## config.mk

```make
export PLATFORM = sky130hd
export DESIGN_NAME = ca_generation_engine
export DESIGN_NICKNAME = d
export VERILOG_FILES = /design/src/rtl/ca_generation_engine.sv
export SDC_FILE = /design/constraint.sdc
export NUM_CORES = 1
export LEC_CHECK = 0
export ABC_CLOCK_PERIOD_IN_PS = 3100
export CORE_MARGIN = 2
export CORE_UTILIZATION = 40
export DETAILED_ROUTE_END_ITERATION = 8
export DONT_BUFFER_PORTS = 1
export HOLD_SLACK_MARGIN = 0.1
export PLACE_DENSITY = 0.63
export SYNTH_ARGS = -nofsm -noshare
export SYNTH_HDL_FRONTEND = slang
export SYNTH_SLANG_ARGS = --single-unit
```

## constraint.sdc

```tcl
create_clock -name clk -period 3.1 [get_ports clk]
set_clock_uncertainty 0.05 [all_clocks]
set_input_delay 0.31 -clock clk [delete_from_list [all_inputs] [get_ports clk]]
set_output_delay 0.31 -clock clk [all_outputs]
set_load 0.02 [all_outputs]
```

## src/rtl/ca_generation_engine.sv

```systemverilog
// Serial 1-D cellular-automaton engine: one cell per cycle via an external rule lookup.
// Define CA_FIXED_BOUNDARY_EN for zero-padded edges; the default build wraps the row as a ring.
module ca_generation_engine #(
    parameter int unsigned WIDTH = 16,
    parameter int unsigned CNT_W = 16
) (
    input  logic             clk,
    input  logic             reset_n,
    input  logic             step_i,
    output logic [2:0]       nbhd_o,
    input  logic             rule_bit_i,
    output logic [WIDTH-1:0] row_o,
    output logic             busy_o,
    output logic             gen_valid_o,
    output logic [CNT_W-1:0] gen_count_o
);

    localparam int unsigned IdxW = $clog2(WIDTH);
    localparam logic [IdxW-1:0] IdxLast = IdxW'(WIDTH - 1);
    localparam logic [WIDTH-1:0] Seed = {{(WIDTH - 1){1'b0}}, 1'b1} << (WIDTH / 2);

    typedef enum logic [1:0] {StIdle, StCompute, StCommit} state_e;

    state_e            state_q, state_d;
    logic [IdxW-1:0]   idx_q, idx_d;
    logic [WIDTH-1:0]  next_row_q, next_row_d;
    logic [WIDTH-1:0]  row_q, row_d;
    logic [CNT_W-1:0]  gen_count_q, gen_count_d;
    logic              gen_valid_q, gen_valid_d;

    logic [IdxW-1:0]   idx_left, idx_right;
    logic              cell_left, cell_center, cell_right;

    always_comb begin
        idx_left    = (idx_q == IdxLast) ? '0 : idx_q + 1'b1;
        idx_right   = (idx_q == '0) ? IdxLast : idx_q - 1'b1;
        cell_center = row_q[idx_q];
`ifdef CA_FIXED_BOUNDARY_EN
        cell_left   = (idx_q == IdxLast) ? 1'b0 : row_q[idx_left];
        cell_right  = (idx_q == '0) ? 1'b0 : row_q[idx_right];
`else
        cell_left   = row_q[idx_left];
        cell_right  = row_q[idx_right];
`endif
    end

    always_comb begin
        state_d     = state_q;
        idx_d       = idx_q;
        next_row_d  = next_row_q;
        row_d       = row_q;
        gen_count_d = gen_count_q;
        gen_valid_d = 1'b0;
        nbhd_o      = 3'b000;
        busy_o      = 1'b0;
        case (state_q)
            StIdle: begin
                if (step_i) begin
                    state_d = StCompute;
                    idx_d   = '0;
                end
            end
            StCompute: begin
                busy_o             = 1'b1;
                nbhd_o             = {cell_left, cell_center, cell_right};
                // row_q stays frozen here so every neighbourhood sees the old generation
                next_row_d[idx_q]  = rule_bit_i;
                if (idx_q == IdxLast) begin
                    state_d = StCommit;
                end else begin
                    idx_d = idx_q + 1'b1;
                end
            end
            StCommit: begin
                busy_o      = 1'b1;
                row_d       = next_row_q;
                gen_count_d = gen_count_q + 1'b1;
                gen_valid_d = 1'b1;
                state_d     = StIdle;
            end
            default: state_d = StIdle;
        endcase
    end

    always_ff @(posedge clk) begin
        if (!reset_n) begin
            state_q     <= StIdle;
            idx_q       <= '0;
            next_row_q  <= '0;
            row_q       <= Seed;
            gen_count_q <= '0;
            gen_valid_q <= 1'b0;
        end else begin
            state_q     <= state_d;
            idx_q       <= idx_d;
            next_row_q  <= next_row_d;
            row_q       <= row_d;
            gen_count_q <= gen_count_d;
            gen_valid_q <= gen_valid_d;
        end
    end

    assign row_o       = row_q;
    assign gen_count_o = gen_count_q;
    assign gen_valid_o = gen_valid_q;

endmodule

```

==> flow_summary.yaml <==
floorplanning:
  placementRows: 31
  die_h_um: 91.5
  core_area_sq_um: 7330
  floorplan.die.width_um: 91.5
  num_io_pins: 41
  initial_core_util_pct: 41.8
  dieArea_sq_um: 8380
global_routing:
  grt_max_degree: 49
  global_route.usage.total_pct: 17.0
  wire_length_of_the_first_global_routing_pass_um: 11600
  grt_pass1_vias: 2192
  global_route.overflow_total: 0
  grt_antenna_before_repair: 0
sta:
  layout_worst_path_cycle_share_pct: 90.3
  post_layout_min_period_ps: 2800
  report.final.hold_viol_count: 0
  setup-violations-final: 0
  sum_of_negative_setup_slack_ps: 0
  final-max-slew-violation-count: 0
  worst_pin_slew_ps: 676
  grt_setup_unrepaired: "no"
  slew-limit-headroom_pct: 54.9
  max_clock_freq_ghz: 0.357
detailed_routing:
  drcViolationCount: 0
  detail_route.vias_per_cell: 5.53
  post_route_wl_um: 6920
  drt_first_pass_iters: 4
  ant_nets: 0
  met1_length_um: 3160
  wl_met3_um: 484
  detailroute.via_count: 2328
  detailed_routed_wire_length_on_met2_um: 3240
  route.detailed.wl_per_inst_um: 16.4
  route.top_layer_used: "met4"
  drt_iter0_drc: 161
yosys:
  most_instantiated_flip_flop_cell_in_the_synthesis_netlist: "dfxtp_1"
  synth_fa_ha_area_share_pct: 4.08
  synth.avg_cell_area_sq_um: 9.37
  largest_cells_by_area_after_synthesis: "dfxtp_1 36%, mux2i_1 12%, nor2b_1 8.2%, ha_1 4.1%, nand3_1 3.8%"
  synth.top_cells.by_count: "55 x dfxtp_1, 40 x nor2b_1, 36 x mux2i_1, 23 x nand3_1, 17 x and2_1"
  post_synth_instance_area_sq_um: 3060
  number_of_enable_type_register_cells_in_the_synthesized_netlist: 0
  synthesis.nets: 341
  postSynth.asyncResetShare_pct: 0
  combinational_family_with_the_most_area_after_synthesis: "simple AND/OR/NAND/NOR gates"
  synth.yosys.warnings: 0
  synth_compound_gate_area_share_pct: 8.94
  muxShareOfSynthArea_pct: 18.4
  simple_gate_fraction_of_synth_area_pct: 24.4
  yosys_register_bits: 55
  synth_top_area_cell: "dfxtp_1"
  number_of_instances_in_the_synthesized_netlist: 327
  yosys.cell_types.count: 47
  synth_most_common_cell: "dfxtp_1"
  yosys.area_share.xor_xnor_pct: 4.00
  synth_seq_area_share_pct: 35.9
  synth_top_area_share_pct: 35.9
cells_and_area:
  area.growth.synth_to_final_pct: 7.39
  final_nets: 336
  insertedDiodeCount: 0
  layout-drive-gt1-share_pct: 7.76
outcome:
  run_status: "complete, no violations"
pwr:
  power.leakage_nw: 1.24
  power_switching_share_pct: 24.3
  net-switching-power_mw: 0.326
  ir_drop_worst_case_vdd_v: 0.000162
  share_of_total_power_in_the_clock_network_pct: 34.8
  power.combinational.fraction_pct: 11.8
  power-per-cell-area_nw_per_um2: 407
  intPower_mw: 1.01
  p_total_mw: 1.34
  pwr-share-seq_pct: 53.4
clocking:
  cts-buffers-inserted: 5
  tritoncts_clock_tree: "done"
  postCtsResizedCells: 0
  ctsRootBufferMaster: "clkbuf_8"
  cts_buffer_depth: 2
  cts.reportedPaths.clkPinSlew_ps: 90
  ctsHoldBuffers: 3
  cts.repair_timing.setup_buffer_count: 0
  numClockSinks: 55
  h-tree-depth: 2
  worst_skew_pair.late_latency_ps: 300
hold_path:
  hold_class: "in2reg"
  holdCritStartpoint: "reset_n"
placement:
  gp_routability_congestion: 0.876
  count_of_port_buffers_added_during_placement: 0
  dp_hpwl_um: 4670
critical_path:
  slowest_stage: "or3b_4"
  crit_start: "idx_q[0]"
  crit_buf_inv: 1
  cp.required_ps: 2740
  critPathArrivalTime_ps: 2440
  critical_path_class: "reg2out"
  critPathMaxFanout: 7
  cells_traversed_along_the_worst_timing_path: "inv_1 > ha_1 > or3b_4 > nand2_1 > mux4_2 > mux2i_1 > o2bb2ai_1"
  critical-path-top-delay-family: "simple AND/OR/NAND/NOR gates"
  end_kind: "output port"
  startpoint_of_the_lowest_slack_register_to_register_path: "state_q[0]"
  max_stage_delay_ps: 450
  startpoint_type: "flip-flop"
run:
  maxCapViolations: 0
==> layout by cell type (no fill, tap or decap), drive strengths merged, types with 3 or more instances in the layout <==
master,instances
nor2,6
and2,17
ha,10
or3,3
xor2,4
a31oi,3
mux2i,36
nor2b,40
a21boi,4
nand2b,3
buf,9
o21ai,9
clkbuf,5
mux4,8
a22oi,3
and3,6
xnor2,10
dfxtp,55
inv,7
nor3,4
nand3,23
nand2,14
a21oi,9
nand4,7
==> metrics by stage <==
stage / cells / utilization (%) / instance area, sq um / worst slack [ps] / hold WS, ps
floorplan: 327 / - / 3060 / 326 / 395
global placement: 411 / 42.9 / 3140 / 725 / 337
detailed placement: 411 / 42.9 / 3140 / 644 / 336
CTS: 421 / 44.9 / 3290 / 302 / 110
global route: 421 / 44.9 / 3290 / 169 / 103
finish: 421 / 44.9 / 3290 / 299 / 123
==> layout make-up <==
type | instances | area (sq um)
Clock buffer | 5 | 68.8
Clock inverter | 2 | 37.5
Fill cell | 728 | 4040
Inverter | 7 | 26.3
Multi-Input combinational cell | 242 | 1830
Sequential cell | 55 | 1100
Tap cell | 99 | 124
Timing Repair Buffer | 11 | 100
==> power groups by stage <==
stage	logic, mW	registers (mW)	clock network (mW)
2_1_floorplan	0.125	0.730	0
3_3_place_gp	0.142	0.731	0
3_5_place_dp	0.143	0.731	0
4_1_cts	0.158	0.714	0.484
5_1_grt	0.174	0.715	0.514
6_report	0.158	0.714	0.465
==> registers in the layout, indices dropped and copies added, names as in the netlist <==
signal / cells
idx_q: 4
row_o: 16
next_row_q: 16
gen_valid_o: 1
state_q: 2
gen_count_o: 16
==> cell families (layout without fill, tap and decap cells) <==
| group | after synthesis | count (layout) |
|---|---|---|
| fa+ha+maj | 10 | 10 |
| compound gates | 42 | 42 |
| simple gates | 131 | 131 |
| mux | 45 | 45 |
| flops | 55 | 55 |
| buf+inv | 30 | 25 |
| xor+xnor | 14 | 14 |
==> layer usage <==
layer / vias to the layer above / global-route usage [%]
li1: 1142 / -
met1: 1108 / 24.1
met2: 74 / 25.7
met3: 4 / 4.56
met4: 0 / 4.29
met5: - / 0
==> path summary, 6_finish.rpt <==
check | endpoint | slack [ps] | depth (start not counted)
max | nbhd_o[0] | 300 | 7
min | idx_q[0] | 120 | 1
max reg2reg | gen_count_o[15] | 1100 | 7
min reg2reg | row_o[8] | 430 | 2
==> worst reg2reg max path, stage by stage (launching register included) <==
cell	delay (ps)
dfxtp_1	330
inv_1	120
ha_1	190
and3_1	210
nand4_1	300
nor4_1	430
xor2_1	110
and2_1	170
Power figures use the tool's default switching activity.
==> edit 1: new RTL, same settings <==
Re-encode `state_e` (3 states) as one-hot, 3 bits wide.
--- a/src/rtl/ca_generation_engine.sv
+++ b/src/rtl/ca_generation_engine.sv
@@ -19,7 +19,7 @@
     localparam logic [IdxW-1:0] IdxLast = IdxW'(WIDTH - 1);
     localparam logic [WIDTH-1:0] Seed = {{(WIDTH - 1){1'b0}}, 1'b1} << (WIDTH / 2);
 
-    typedef enum logic [1:0] {StIdle, StCompute, StCommit} state_e;
+    typedef enum logic [2:0] {StIdle = 3'b001, StCompute = 3'b010, StCommit = 3'b100} state_e;
 
     state_e            state_q, state_d;
     logic [IdxW-1:0]   idx_q, idx_d;
Behaviour: no difference found for any inputs over 10 cycles, from zero or initial values and one cycle with reset_n low; not proved beyond that.
==> edit 1 against the original RTL <==
  * Setup slack worse by 0.072 ns
  * Non-clock buffer count down 2
  * Synthesized cell count grew 11%
  * Largest cell class unchanged
  * Routed wire length increased by 10%
  * Sequential cell count is 1 higher
  * Area after synthesis is 2.2% higher
  * Cell count up 8.8%
  * Cell area up 0.57%
  * Utilization down 1.6 points
Power is not compared: it rests on default switching activity, and its combinational part moved more than twofold at a synthesized area within 25%.
==> edit 1: results (changes against the original RTL) <==
* Cell area power density at 364 nW/um2
* Netlist cell types at 56 (was 47)
* Total number of nets in the final design at 365 (was 336)
* Clock Pin Slew Worst Setup and Hold Paths at 0.10 ns
* CTS Hold Bufs at 4 (was 3)
* Delay of the slowest cell on the worst path at 0.51 ns (was 0.45 ns)
* Path type of the worst min-delay path: primary input to flop (unchanged)
* Clock latency on the worst-skew pair at 0.31 ns
* Outcome: finished, final reports clean (unchanged)
* # resized after CTS at 0 (unchanged)
* Maximum number of pins on one net before global-route repair at 55 (was 49)
* Sequential Area at 1120 um2 (was 1100 um2)
* Length of routed met3 wiring at 410 um (was 484 um)
* Final weighted congestion of routability-driven global placement at 0.906 (was 0.876)
* Fraction of met1 tracks used by global routing at 25.4% (was 24.1%)
* Initial antenna violation count at 0 (unchanged)
* Most frequent cells after synthesis: 75 x sky130_fd_sc_hd__nand2_1, 56 x sky130_fd_sc_hd__dfxtp_1, 35 x sky130_fd_sc_hd__a21boi_0 (was 55 x sky130_fd_sc_hd__dfxtp_1, 40 x sky130_fd_sc_hd__nor2b_1, 36 x sky130_fd_sc_hd__mux2i_1)
* DRC violation total after the first TritonRoute iteration at 150 (was 161)
* # placed instances at 446 (was 411)
* Leakage power at 1.10 nW
* Reg power frac at 60.2%
* Number of warnings printed during yosys synthesis at 0 (unchanged)
* DRT met1 WL at 3540 um (was 3160 um)
* Max stage delay cell, worst path: sky130_fd_sc_hd__ha_1 (was sky130_fd_sc_hd__or3b_4)
* Fill cells at 785 (was 728)
* Post-DP HPWL at 5170 um (was 4670 um)
* Synthesized area per cell at 8.63 um2 (was 9.37 um2)
* Vias in the first global route at 2403 (was 2192)
* First-pass GRT wire length at 12700 um (was 11600 um)
* Max FO, Critical Path at 25 (was 7)
* Worst Tran Pin Value at 0.665 ns (was 0.676 ns)
* Cell types with the largest area share after synthesis: sky130_fd_sc_hd__dfxtp_1 36%, sky130_fd_sc_hd__nand2_1 9.0%, sky130_fd_sc_hd__a21boi_0 8.4% (was sky130_fd_sc_hd__dfxtp_1 36%, sky130_fd_sc_hd__mux2i_1 12%, sky130_fd_sc_hd__nor2b_1 8.2%)
* Worst IR Drop VDD at 0.194 mV
* Routed length per placed instance at 16.7 um (was 16.4 um)
* Share of post-route cells with drive strength above 1 at 8.99% (was 7.76%)
* Number of buffers created by CTS at 5 (unchanged)
* Sequential element share of the synthesized area at 35.8% (was 35.9%)
* Top routing layer in use: met4 (unchanged)
* Arrival time at the worst endpoint at 2.51 ns (was 2.44 ns)
* GRT Overall Usage at 18.7% (was 17.0%)
* Met3 GRT Util at 2.85% (was 4.56%)
* TritonRoute pass-1 iters at 5 (was 4)
* Fin cells at 458 (was 421)
* Area post-placement at 3160 um2 (was 3140 um2)
* M2 GR Usage at 30.5% (was 25.7%)
* Per-cell via count in the routed design at 5.56 (was 5.53)
* Worst slack at placement at 0.515 ns (was 0.644 ns)
* Routed met2 length at 3570 um (was 3240 um)
-- edit 1: changes by cell type after synthesis, moves of 4 or more --
cell and delta:
sky130_fd_sc_hd__nand2_1 +61, sky130_fd_sc_hd__mux2i_1 -34, sky130_fd_sc_hd__nor2b_1 -34, sky130_fd_sc_hd__a21boi_0 +31
sky130_fd_sc_hd__nand3_1 +11, sky130_fd_sc_hd__o21ai_0 +5, sky130_fd_sc_hd__a21oi_1 -4, sky130_fd_sc_hd__and3_1 -4
sky130_fd_sc_hd__ha_1 -4, sky130_fd_sc_hd__nand4_1 -4
-- edit 1: final cells by class --
cell class                 count  area share [%]
tap                          102            3.86
multi-input combinational    275            55.8
sequential                    56            33.9
inverter                       8           0.907
clock inverter                 1           0.227
clock buffer                   7            2.61
timing repair buffer           9            2.65
-- edit 1: critical path: cells and delay by family (launching register included) --
family / cells / cell delay [ns]
buffers and inverters: 1 / 0.29
AND/OR/NAND/NOR: 1 / 0.17
adder cells (fa/ha/maj): 1 / 0.51
flip-flops: 1 / 0.34
XOR/XNOR: 1 / 0.20
AO/OA/AOI/OAI: 3 / 0.70
-- edit 1: cell families (layout without fill, tap and decap cells) --
kind of cell    count (synthesis)  after routing  synth area share (%)
compound gates                 74             74                  17.1
xor+xnor                       13             13                  3.64
fa+ha+maj                       6              6                  2.40
buf+inv                        32             25                  5.19
flops                          56             56                  35.8
mux                            10             10                  6.87
simple gates                  172            172                  29.0
-- edit 1: path summary, 6_finish.rpt --
kind                                     from       endpoint  slack (ns)  cells after the start
worst min register to register  next_row_q[4]  next_row_q[4]        0.42                      2
worst max register to register       idx_q[0]       idx_q[3]        0.76                      6
worst max-delay path                 idx_q[0]      nbhd_o[2]        0.23                      7
worst min-delay path               rule_bit_i  next_row_q[9]        0.10                      2
==> edit 2: new RTL, same flow settings <==
Made on the original files. Set the parameter `CNT_W` to 32 (it was 16).
--- a/src/rtl/ca_generation_engine.sv
+++ b/src/rtl/ca_generation_engine.sv
@@ -2,7 +2,7 @@
 // Define CA_FIXED_BOUNDARY_EN for zero-padded edges; the default build wraps the row as a ring.
 module ca_generation_engine #(
     parameter int unsigned WIDTH = 16,
-    parameter int unsigned CNT_W = 16
+    parameter int unsigned CNT_W = 32
 ) (
     input  logic             clk,
     input  logic             reset_n,
Interface: changed (resized gen_count_o); port bits go from 41 to 57. No check against the original RTL was run, so the function may have changed too.
==> edit 2 against the original RTL <==
  * Utilization is 0.094 points lower
  * Setup slack worse by 0.10 ns
  * Cell count is 23% higher
  * Highest routed layer unchanged
  * Combinational power is 8% lower
  * Cell area is 24% higher
  * Sequential cell count is 16 higher
  * Largest cell class unchanged
  * Sequential share of layout area is 1.4 points higher
  * Routed wire length is 23% higher
  * Area after synthesis is 21% higher
  * Clock power is 110% higher
  * Maximum frequency is 3.5% lower
  * Total power is 54% higher
==> edit 2: results (changes against the original RTL) <==
* Outcome: finished, final reports clean (unchanged)
* Share of post-route cells with drive strength above 1 at 11.1% (was 7.76%)
* Worst IR Drop VDD at 0.318 mV (was 0.162 mV)
* Xor/xnor share of the synthesized area at 6.64% (was 4.00%)
* First-pass GRT wire length at 14000 um (was 11600 um)
* Sequential element share of the synthesized area at 38.5% (was 35.9%)
* Area post-placement at 3780 um2 (was 3140 um2)
* GRT Overall Usage at 17.6% (was 17.0%)
* Maximum number of pins on one net before global-route repair at 70 (was 49)
* Post-synthesis cell count at 405 (was 327)
* Most frequent cells after synthesis: 71 x sky130_fd_sc_hd__dfxtp_1, 68 x sky130_fd_sc_hd__nor2_1, 35 x sky130_fd_sc_hd__mux2i_1 (was 55 x sky130_fd_sc_hd__dfxtp_1, 40 x sky130_fd_sc_hd__nor2b_1, 36 x sky130_fd_sc_hd__mux2i_1)
* Post-Synth Adder-Cell Area at 3.39% (was 4.08%)
* Net count of the mapped netlist at 419 (was 341)
* Clock latency on the worst-skew pair at 0.34 ns (was 0.30 ns)
* Worst Tran Pin Value at 1.16 ns (was 0.676 ns)
* Cell types with the largest area share after synthesis: sky130_fd_sc_hd__dfxtp_1 38%, sky130_fd_sc_hd__mux2i_1 9.5%, sky130_fd_sc_hd__nor2_1 6.9% (was sky130_fd_sc_hd__dfxtp_1 36%, sky130_fd_sc_hd__mux2i_1 12%, sky130_fd_sc_hd__nor2b_1 8.2%)
* Total vias in the final route at 2898 (was 2328)
* Number of buffers created by CTS at 9 (was 5)
* # placed instances at 499 (was 411)
* Fin cells at 517 (was 421)
* Clock Pin Slew Worst Setup and Hold Paths at 0.07 ns (was 0.09 ns)
* Post-DP HPWL at 5700 um (was 4670 um)
* Routed length per placed instance at 16.5 um (was 16.4 um)
* Clock tree buffer depth at 2 (unchanged)
* Fill cells at 910 (was 728)
* Leakage power at 1.54 nW (was 1.24 nW)
* R2r worst-path depth at 6 (was 7)
* Vias in the first global route at 2683 (was 2192)
* Maximum level of the CTS H-tree at 3 (was 2)
* Netlist cell types at 54 (was 47)
* Post-synthesis mux area share at 16.0% (was 18.4%)
* Final weighted congestion of routability-driven global placement at 0.945 (was 0.876)
* DRC violation total after the first TritonRoute iteration at 215 (was 161)
* Antenna diode count at 0 (unchanged)
* Worst hold stages at 2 (was 1)
* R2r startpoint: gen_count_o[0] (was state_q[0])
* Compound-gate portion of the synthesized area at 8.36% (was 8.94%)
* Arrival time at the worst endpoint at 2.54 ns (was 2.44 ns)
* Timing startpoint of the critical path: idx_q[1] (was idx_q[0])
* Die boundary width at 100 um (was 91.5 um)
-- edit 2: per-stage QoR --
step                      utilization, %  setup WS [ns]
after floorplan                        -          0.410
after global placement              41.5          0.420
final                               44.8          0.199
after detailed placement            41.5          0.413
after CTS                           44.7         0.0216
after global routing                44.8         0.0529
-- edit 2: layout make-up --
cell class | count | share of cell area (%)
repair buffers | 12 | 2.33
well taps | 111 | 3.40
flip-flops and latches | 71 | 34.9
clock inverters | 5 | 3.16
inverters | 13 | 1.20
clock buffers | 11 | 3.47
multi-input cells | 294 | 51.6
-- edit 2: critical path, cell delays in order, from the launching register on --
cell and delay, ns:
sky130_fd_sc_hd__dfxtp_2 0.47, sky130_fd_sc_hd__inv_1 0.13, sky130_fd_sc_hd__ha_1 0.49, sky130_fd_sc_hd__mux2_2 0.22
sky130_fd_sc_hd__o22ai_1 0.08, sky130_fd_sc_hd__a221o_1 0.31, sky130_fd_sc_hd__a311oi_1 0.31, sky130_fd_sc_hd__buf_4 0.20
-- edit 2: final timing paths --
kind              slack [ns]               to
setup / recovery        0.20        nbhd_o[2]
hold reg to reg         0.41   next_row_q[15]
setup reg to reg        0.85  gen_count_o[28]
hold / removal          0.27       state_q[1]
-- edit 2: logic make-up after synthesis --
| group | after synthesis |
|---|---|
| AND/OR/NAND/NOR | 161 |
| flip-flops | 71 |
| AO/OA/AOI/OAI | 48 |
| multiplexers | 47 |
| buffers and inverters | 40 |
| XOR/XNOR | 28 |
| adder cells (fa/ha/maj) | 10 |
-- edit 2: routing by layer --
layer  wire length, um  vias up  GRT usage, %
li1                  -     1414             -
met1              3790     1388          24.2
met2              3950       81          26.7
met3               650       15          5.57
met4               140        0          4.74
met5                 0        -             0
-- edit 2: where the power goes --
part | total (W) | internal, W | leakage, nW | switching [W]
combinational | 0.000145 | 0.0000494 | 0.830 | 0.0000961
sequential | 0.000922 | 0.000917 | 0.573 | 0.00000574
clock | 0.000993 | 0.000640 | 0.134 | 0.000353
total | 0.00206 | 0.00161 | 1.54 | 0.000454
-- edit 2: timing repair --
item	4_1_cts	5_1_grt
setup endpoints to repair	0	2
buffers inserted	0	0
resized for setup	0	2
hold endpoints to repair	18	0
hold buffers	2	0
